===== src/rtl/uart_tx_fifo_if.sv =====
// Producer-side bundle for the queued UART transmitter: push handshake plus line/status.
interface uart_tx_fifo_if #(
  parameter int DATA_W     = 8,
  parameter int FIFO_DEPTH = 4
);
  logic                          trmt;
  logic [DATA_W-1:0]             tx_data;
  logic                          fifo_full;
  logic [$clog2(FIFO_DEPTH):0]   fifo_cnt;
  logic                          ovf;
  logic                          TX;
  logic                          tx_busy;
  logic                          tx_done;

  modport master (
    output trmt, tx_data,
    input  fifo_full, fifo_cnt, ovf, TX, tx_busy, tx_done
  );

  modport slave (
    input  trmt, tx_data,
    output fifo_full, fifo_cnt, ovf, TX, tx_busy, tx_done
  );
endinterface


===== src/rtl/uart_tx_fifo.sv =====
// UART transmitter fed by a small FIFO; queued words leave back-to-back.
// The line is registered from the current state, so TX trails the FSM by one cycle.
module uart_tx_fifo #(
  parameter int DATA_W     = 8,
  parameter int BAUD_DIV   = 2604,
  parameter int FIFO_DEPTH = 4,
  parameter int PARITY     = 0,
  parameter int STOP_BITS  = 1
) (
  input  logic          clk,
  input  logic          rst,
  uart_tx_fifo_if.slave bus
);
  localparam int AW = $clog2(FIFO_DEPTH);
  localparam int CW = AW + 1;
  localparam int BW = $clog2(BAUD_DIV);
  localparam int NW = $clog2(DATA_W + 1);

  typedef enum logic [2:0] {IDLE, START, DATA, PAR, STOP} state_e;

  state_e            state_q;
  logic [BW-1:0]     baud_q;
  logic [NW-1:0]     bit_q;
  logic [DATA_W-1:0] shift_q;
  logic [DATA_W-1:0] mem_q [FIFO_DEPTH];
  logic [AW-1:0]     rd_q, wr_q;
  logic [CW-1:0]     cnt_q;
  logic              par_q, tx_q, ovf_q, done_q;

  logic              empty, full, bit_end, last_stop, pop, push;
  logic [DATA_W-1:0] head;

  assign empty     = (cnt_q == '0);
  assign full      = (cnt_q == CW'(FIFO_DEPTH));
  assign bit_end   = (baud_q == BW'(BAUD_DIV - 1));
  assign last_stop = (state_q == STOP) && bit_end && (bit_q == NW'(STOP_BITS - 1));
  // Popping at the end of the last stop bit is what removes the idle gap.
  assign pop       = !empty && ((state_q == IDLE) || last_stop);
  assign push      = bus.trmt && (!full || pop);
  assign head      = mem_q[rd_q];

  always_ff @(posedge clk) begin
    if (push) mem_q[wr_q] <= bus.tx_data;
  end

  always_ff @(posedge clk) begin
    if (rst) begin
      rd_q  <= '0;
      wr_q  <= '0;
      cnt_q <= '0;
    end else begin
      if (push) wr_q <= wr_q + AW'(1);
      if (pop)  rd_q <= rd_q + AW'(1);
      case ({push, pop})
        2'b10:   cnt_q <= cnt_q + CW'(1);
        2'b01:   cnt_q <= cnt_q - CW'(1);
        default: cnt_q <= cnt_q;
      endcase
    end
  end

  always_ff @(posedge clk) begin
    if (rst) begin
      state_q <= IDLE;
      baud_q  <= '0;
      bit_q   <= '0;
      shift_q <= '0;
      par_q   <= 1'b0;
      tx_q    <= 1'b1;
      ovf_q   <= 1'b0;
      done_q  <= 1'b0;
    end else begin
      ovf_q <= bus.trmt && !push;
      if (push)                    done_q <= 1'b0;
      else if (last_stop && empty) done_q <= 1'b1;

      case (state_q)
        START:   tx_q <= 1'b0;
        DATA:    tx_q <= shift_q[0];
        PAR:     tx_q <= par_q;
        default: tx_q <= 1'b1;
      endcase

      baud_q <= (state_q == IDLE || bit_end) ? '0 : baud_q + BW'(1);

      if (pop) begin
        state_q <= START;
        shift_q <= head;
        par_q   <= (PARITY == 2) ? ~^head : ^head;
        bit_q   <= '0;
      end else begin
        case (state_q)
          START: if (bit_end) begin
            state_q <= DATA;
            bit_q   <= '0;
          end
          DATA: if (bit_end) begin
            shift_q <= shift_q >> 1;
            if (bit_q == NW'(DATA_W - 1)) begin
              bit_q   <= '0;
              state_q <= (PARITY != 0) ? PAR : STOP;
            end else begin
              bit_q <= bit_q + NW'(1);
            end
          end
          PAR: if (bit_end) begin
            state_q <= STOP;
            bit_q   <= '0;
          end
          STOP: if (bit_end) begin
            if (last_stop) state_q <= IDLE;
            else           bit_q   <= bit_q + NW'(1);
          end
          default: state_q <= IDLE;
        endcase
      end
    end
  end

  assign bus.TX        = tx_q;
  assign bus.ovf       = ovf_q;
  assign bus.tx_done   = done_q;
  assign bus.tx_busy   = (state_q != IDLE);
  assign bus.fifo_cnt  = cnt_q;
  assign bus.fifo_full = full;
endmodule


===== src/flat_wrapper.sv =====
// flat-port wrapper written by rule: the top's interface ports become plain ports
module uart_tx_fifo_flat 
#(
  parameter int DATA_W     = 8,
  parameter int BAUD_DIV   = 2604,
  parameter int FIFO_DEPTH = 4,
  parameter int PARITY     = 0,
  parameter int STOP_BITS  = 1
)
  (clk, rst, bus_trmt, bus_tx_data, bus_fifo_full, bus_fifo_cnt, bus_ovf, bus_TX, bus_tx_busy, bus_tx_done);
  uart_tx_fifo_if #(.DATA_W(DATA_W), .FIFO_DEPTH(FIFO_DEPTH)) bus_i ();
  input  logic clk;
  input  logic rst;
  input wire logic [$bits(bus_i.trmt)-1:0] bus_trmt;
  input wire logic [$bits(bus_i.tx_data)-1:0] bus_tx_data;
  output wire logic [$bits(bus_i.fifo_full)-1:0] bus_fifo_full;
  output wire logic [$bits(bus_i.fifo_cnt)-1:0] bus_fifo_cnt;
  output wire logic [$bits(bus_i.ovf)-1:0] bus_ovf;
  output wire logic [$bits(bus_i.TX)-1:0] bus_TX;
  output wire logic [$bits(bus_i.tx_busy)-1:0] bus_tx_busy;
  output wire logic [$bits(bus_i.tx_done)-1:0] bus_tx_done;
  assign bus_i.trmt = bus_trmt;
  assign bus_i.tx_data = bus_tx_data;
  assign bus_fifo_full = bus_i.fifo_full;
  assign bus_fifo_cnt = bus_i.fifo_cnt;
  assign bus_ovf = bus_i.ovf;
  assign bus_TX = bus_i.TX;
  assign bus_tx_busy = bus_i.tx_busy;
  assign bus_tx_done = bus_i.tx_done;
  uart_tx_fifo #(.DATA_W(DATA_W), .BAUD_DIV(BAUD_DIV), .FIFO_DEPTH(FIFO_DEPTH), .PARITY(PARITY), .STOP_BITS(STOP_BITS)) u_core (.clk(clk), .rst(rst), .bus(bus_i));
endmodule

===== config.mk =====
export PLATFORM = sky130hd
export DESIGN_NAME = uart_tx_fifo_flat
export DESIGN_NICKNAME = d
export VERILOG_FILES = /design/src/rtl/uart_tx_fifo_if.sv /design/src/rtl/uart_tx_fifo.sv /design/src/flat_wrapper.sv
export SDC_FILE = /design/constraint.sdc
export NUM_CORES = 1
export LEC_CHECK = 0
export ABC_AREA = 1
export CAP_MARGIN = 30
export CORE_MARGIN = 2
export CORE_UTILIZATION = 59
export DETAILED_ROUTE_END_ITERATION = 16
export GPL_ROUTABILITY_DRIVEN = 1
export PLACE_DENSITY = 0.85
export SYNTH_ARGS = -nofsm -noshare
export SYNTH_HDL_FRONTEND = slang
export SYNTH_SLANG_ARGS = --single-unit

===== constraint.sdc =====
create_clock -name clk -period 2.3 [get_ports clk]
set_input_delay 0.345 -clock clk [delete_from_list [all_inputs] [get_ports clk]]
set_output_delay 0.345 -clock clk [all_outputs]
set_load 0.02 [all_outputs]

# Yosys cells after proc, flatten, opt, wreduce, memory -nomap -nowiden
# Memories as Yosys holds them, arrays and structs flattened. A register that Yosys moved wholly into a read port is not among the register bits.
# Index checks and enable logic that the tools add are counted.
# W data, S select, Z words.
[word_totals] reg_bits=38 mem_bits_rw=32 input_bits=11 output_inout_bits=8 elab_cells=94 mem_count=1
[op_classes] add_sub_neg=6 n_eq_ne=23 muxes=23 n_reduce_logical=29
[mem_list] name="u_core.mem_q" words=4 width=8 rd=1 rd_clocked_by_memory_dff=1 write_ports=1 line="uart_tx_fifo.sv:25" rtl="logic [DATA_W-1:0] mem_q [FIFO_DEPTH];"
[ops] op="$mux W8" count=3
[ops] op="$mux W4" count=5
[ops] op="$mux W3" count=6
[ops] op="$ne A3 B1 Y1 const B" count=6
[ops] op="$ne A2 B1 Y1 const B" count=7
[ops] op="$add A12 B1 Y12 const B" count=1
[ops] op="$eq A12 B12 Y1 const B" count=1
[ops] op="$pmux W3 S4" count=1
[ops] op="$pmux W4 S3" count=1
[ops] op="$reduce_and A6 Y1" count=2
[ops] op="$reduce_or A2 Y1" count=4
[ops] op="$reduce_xor A8 Y1" count=1
[ops] op="$eq A3 B2 Y1 const B" count=2
[ops] op="$eq A3 B3 Y1 const B" count=2
[ops] op="$logic_and A1 B1 Y1" count=6
[ops] op="$logic_not A3 Y1" count=2
[ops] op="$pmux W3 S2" count=1
[ops] op="$reduce_bool A2 Y1" count=3
[ops] op="$reduce_bool A3 Y1" count=2
[ops] op="$reduce_and A5 Y1" count=1
[ops] op="$add A2 B1 Y2 const B" count=2
[ops] op="$add A4 B1 Y4 const B" count=1
[ops] op="$eq A4 B3 Y1 const B" count=1
[ops] op="$logic_not A4 Y1" count=1
[ops] op="12 further kinds" count=19

# Logic depth before layout (Yosys ltp)
[logic_depth] ltp_word=9 ltp_mapped=16 ltp_nobuf=16

# Worst setup path before layout
# OpenSTA, ideal clock, no wires.
[synth_path] kind="register to register" start="register u_core.baud_q[0]" end="register u_core.cnt_q[2], in the netlist u_core.bus.fifo_cnt[2]" t_arrival_ns=1.989 required_time_ns=2.185 slack_ns=0.196 stages_incl_launch_ff=16 path_buffers=0 period_less_slack_ns=2.104 cell_sequence="dfxtp_1 ha_1 nand2_2 inv_2 nand2_1 nor2_4 nand3_2 nand2_2 nand2_4 inv_4 nand2_4 fa_1 inv_1 nand4_1 a21oi_1 nor2_1"
[synth_via] elab_chain_cells=9 word_cells_on_any_way=11 classes_between="eq/ne: 3; mux: 1; reduce/logical: 7"
[synth_lines] item="start: declaration" line="uart_tx_fifo.sv:22" rtl="logic [BW-1:0] baud_q;"
[synth_lines] item="start signal: assignment" line="uart_tx_fifo.sv:84" rtl="baud_q <= (state_q == IDLE || bit_end) ? '0 : baud_q + BW'(1);"
[synth_lines] item="$eq A12 B12 Y1 (*)" line="uart_tx_fifo.sv:35" rtl="assign bit_end = (baud_q == BW'(BAUD_DIV - 1));"
[synth_lines] item="$logic_and A1 B1 Y1 (*) (2 in series)" line="uart_tx_fifo.sv:36" rtl="assign last_stop = (state_q == STOP) && bit_end && (bit_q == NW'(STOP_BITS - 1));"
[synth_lines] item="$logic_or A1 B1 Y1 (*)" line="uart_tx_fifo.sv:38" rtl="assign pop = !empty && ((state_q == IDLE) || last_stop);"
[synth_lines] item="$logic_and A1 B1 Y1 (*)" line="uart_tx_fifo.sv:38"
[synth_lines] item="$logic_or A1 B1 Y1" line="uart_tx_fifo.sv:39" rtl="assign push = bus.trmt && (!full || pop);"
[synth_lines] item="$logic_and A1 B1 Y1" line="uart_tx_fifo.sv:39"
[synth_lines] item="$eq A2 B1 Y1 or $eq A2 B2 Y1 (tied branches)" line="uart_tx_fifo.sv:54" rtl="case ({push, pop})"
[synth_lines] item="$pmux W3 S2 or $reduce_bool A2 Y1 (tied branches)"
[synth_lines] item="end signal: assignment" line="uart_tx_fifo.sv:55" rtl="2'b10: cnt_q <= cnt_q + CW'(1);"
[synth_lines] item="end signal: assignment" line="uart_tx_fifo.sv:56" rtl="2'b01: cnt_q <= cnt_q - CW'(1);"
[synth_lines] item="end signal: assignment" line="uart_tx_fifo.sv:57" rtl="default: cnt_q <= cnt_q;"
[synth_lines] item="end: declaration" line="uart_tx_fifo.sv:27" rtl="logic [CW-1:0] cnt_q;"
# Mark *: on every way between the ends. The rest lies on a longest branch, timed or not.
# A chain may end at the register's enable or synchronous reset.

# Worst setup path after layout
[layout_path] start="register u_core.state_q[0]" end="register u_core.cnt_q[2], in the netlist u_core.bus.fifo_cnt[2]"
[layout_via] elab_chain_cells=9 word_cells_on_any_way=12 classes_between="eq/ne: 3; mux: 1; reduce/logical: 8"
[layout_lines] item="start: declaration" line="uart_tx_fifo.sv:21" rtl="state_e state_q;"
[layout_lines] item="start signal: assignment" line="uart_tx_fifo.sv:101" rtl="state_q <= (PARITY != 0) ? PAR : STOP;"
[layout_lines] item="$eq A3 B3 Y1" line="uart_tx_fifo.sv:36"
[layout_lines] item="$logic_and A1 B1 Y1 (2 in series)" line="uart_tx_fifo.sv:36"
[layout_lines] item="$logic_or A1 B1 Y1 (*)" line="uart_tx_fifo.sv:38"
[layout_lines] item="$logic_and A1 B1 Y1 (*)" line="uart_tx_fifo.sv:38"
[layout_lines] item="$logic_or A1 B1 Y1" line="uart_tx_fifo.sv:39"
[layout_lines] item="$logic_and A1 B1 Y1" line="uart_tx_fifo.sv:39"
[layout_lines] item="$eq A2 B1 Y1 or $eq A2 B2 Y1 (tied branches)" line="uart_tx_fifo.sv:54"
[layout_lines] item="$pmux W3 S2 or $reduce_bool A2 Y1 (tied branches)"
# Marks and branches as above.

==> qor.csv <==
metric;value;unit
syn_area_per_cell;8.25;um2
endpoint;u_core.bus.fifo_cnt[2];
dieArea;0.00639;mm2
grt_first_pass_wirelength;11300;um
vias_per_cell;5.36;
synth_edf_count;32;
tightest_slew;0.468;ns
cts_tree;built;
start_util;61.4;%
max_freq;449;MHz
path_cells;nor2_2 > nand2_2 > nor2_4 > nand3_2 > nand2_2 > nand2_4 > inv_8 > nand2_4 > fa_2 > inv_1 > nand4_1 > a21oi_2 > nor2_1;
r2r_cells;13;
drt-wirelength-per-cell;13.2;um
drtPass1Iterations;4;
path_delay_family;simple AND/OR/NAND/NOR gates;
insertion_delay;0.36;ns
drt-total-wl;6950;um
num_vias;2813;
outcome;finished, final reports clean;
cellLeakagePower;1.63;nW
cts.path.max_buffers;2;
crit_cells;13;
startpoint;u_core.state_q[0];
fin_crit_sh;96.9;%
drv_cap;0;
die_h;79.9;um
holdBufCountCts;0;
synthArstFlopShare;0;%
critical_path_arrival;2.47;ns
synth_ff_type;dfxtp_1;
setup_viol;0;
yosysSeqAreaShare;51.8;%
pre_cts_slack;0.0966;ns
r2r_slack;0.07;ns
cts_buffers;9;
grt.overflow.total;0;
area_growth;16.9;%
antenna_found_initial;0;
num_antenna_cells;0;
drc;0;
drt-initial-drc-count;168;
ys_seq_elements;72;
critPathSlowestCell;dfxtp_1;
timing_worst_setup_path_type;reg -> reg;
period_needed;2.23;ns
dp_hpwl;4840;um
hold_slack;0.449;ns
cp-end-kind;flip-flop;
gp_congestion;0.868;
worst_ir_drop_vdd;0.747;mV
ant_nets;0;
cts_sinks;72;
io_pins;19;
required;2.55;ns
track_usage;23.2;%
drive_gt1_share;12.8;%
fp.dieW;79.9;um
rows;27;
worst_slack;0.0720;ns
maxSlewHeadroom;68.5;%
core_region_area;0.00554;mm2
cts-root-buf;clkbuf_8;
rr_startpoint;u_core.state_q[0];
fin_nets;467;
fin_tns_setup;0;ns
numPortBuffers;18;
p_per_area;1190;mW/mm2
hold_path.class;reg -> reg;
htree_levels;3;
first_global_vias;2652;
ys_types;36;
cp_max_fo;8;
grt_start_max_net_pins;17;
critPathBufInv;2;
hold_viol_final;0;
syn_nets;431;
finClkSkew;0.00977;ns
slowest_delay;0.39;ns
synth_area;0.00340;mm2
syn_inst;412;
start_kind;flip-flop;
reg2reg_to;u_core.bus.fifo_cnt[2];
path_clk_slew;0.08;ns
slew_viol_final;0;
synth_warnings;0;
-- routing by layer --
| metal | vias to the layer above | track usage, % | routed length (um) |
|---|---|---|---|
| met3 | 18 | 5.20 | 340 |
| met1 | 1298 | 28.6 | 3090 |
| li1 | 1419 | - | - |
| met5 | - | 0 | 0 |
| met2 | 78 | 38.6 | 3350 |
| met4 | 0 | 10.7 | 165 |
-- registers in the layout, indices dropped and copies added (netlist names), named ones only --
register,cells
u_core.bus.ovf,1
u_core.rd_q,2
u_core.baud_q,12
u_core.state_q,3
u_core.bus.tx_done,1
u_core.shift_q,8
u_core.wr_q,2
u_core.bus.TX,1
u_core.bit_q,4
u_core.par_q,1
u_core.bus.fifo_cnt,3
u_core.mem_q,32
-- metrics by stage --
step	std cells	area [um2]	util (%)	total power [W]
2_1_floorplan	412	3400	-	0.00310
3_3_place_gp	505	3710	66.9	0.00350
3_5_place_dp	505	3710	66.9	0.00356
4_1_cts	521	3920	70.8	0.00466
5_1_grt	525	3980	71.8	0.00504
6_report	525	3980	71.8	0.00473
-- how the worst min path moves through the flow --
stage / startpoint / end / slack (ns) / cells after the start
4_1_cts: u_core.baud_q[0] / u_core.baud_q[0] / 0.45 / 1
6_report: u_core.baud_q[0] / u_core.baud_q[0] / 0.45 / 1
5_1_grt: u_core.baud_q[0] / u_core.baud_q[0] / 0.47 / 1
3_3_place_gp: u_core.baud_q[0] / u_core.baud_q[0] / 0.43 / 1
3_5_place_dp: u_core.baud_q[0] / u_core.baud_q[0] / 0.44 / 1
2_1_floorplan: u_core.baud_q[0] / u_core.baud_q[0] / 0.42 / 1
-- area by class of cell --
type	count	area, um2
clock inverters	3	65.1
flip-flops and latches	72	1760
repair buffers	32	285
multi-input cells	285	1440
clock buffers	13	149
well taps	72	90.1
fillers	393	1560
inverters	48	188
-- logic make-up (layout without fill, tap and decap cells) --
family / Yosys count / count (layout) / synth area share, %
buffers and inverters: 55 / 96 / 6.55
adders and majority gates: 8 / 8 / 3.16
AOI/OAI and AO/OA: 51 / 51 / 8.39
DFF: 72 / 72 / 51.8
xor gates and xnor gates: 4 / 4 / 1.03
and+or+nand+nor: 222 / 222 / 29.1
-- placed cells by master, fill, tap and decap left out, drive strengths merged --
master / synthesis / routed
nand2: 132 / 132
inv: 47 / 47
nor2: 42 / 42
dfxtp: 40 / 40
edfxtp: 32 / 32
a21oi: 29 / 29
nand3: 27 / 27
clkdlybuf4s50: 0 / 18
o21ai: 15 / 15
buf: 4 / 14
nor3: 13 / 13
clkbuf: 3 / 13
ha: 7 / 7
nand4: 6 / 6
xor2: 4 / 4
a211oi: 2 / 2
bufinv: 0 / 2
clkinv: 1 / 2
nor4: 1 / 1
o21a: 1 / 1
a2111oi: 1 / 1
nor3b: 1 / 1
o311ai: 1 / 1
a21boi: 1 / 1
o31ai: 1 / 1
fa: 1 / 1
-- report_power, final --
group	leakage (nW)	total (W)	switching, W	internal, W
combinational	0.904	0.00194	0.00127	0.000667
clock	0.108	0.00108	0.000444	0.000640
sequential	0.621	0.00171	0.000146	0.00156
-- timing repair --
item	4_1_cts	5_1_grt
setup buffers	0	4
endpoints found under the setup margin	0	34
resized for setup	0	9
-- worst register-to-register path: stages, from the launching register on --
cell and delay (ns):
dfxtp_1 0.39, nor2_2 0.16, nand2_2 0.09, nor2_4 0.16, nand3_2 0.13, nand2_2 0.13, nand2_4 0.08, inv_8 0.09
nand2_4 0.06, fa_2 0.36, inv_1 0.08, nand4_1 0.15, a21oi_2 0.17, nor2_1 0.06
-- Yosys cell counts, types with 2 or more instances --
library cell	n	area (um2)
ha_1	7	87.6
o21ai_0	7	35.0
nand2_4	2	22.5
inv_1	41	154
inv_2	5	18.8
o21ai_1	8	40.0
nand2_1	123	462
nand3_1	25	125
nor3_1	11	55.1
clkbuf_1	3	11.3
nor2_1	38	143
edfxtp_1	32	961
nor2_4	3	33.8
nand2_2	7	43.8
buf_2	2	10.0
xor2_1	4	35.0
nand3_2	2	20.0
a21oi_1	29	145
nand4_1	6	37.5
dfxtp_1	40	801
a211oi_2	2	25.0
Power figures use the tool's default switching activity.
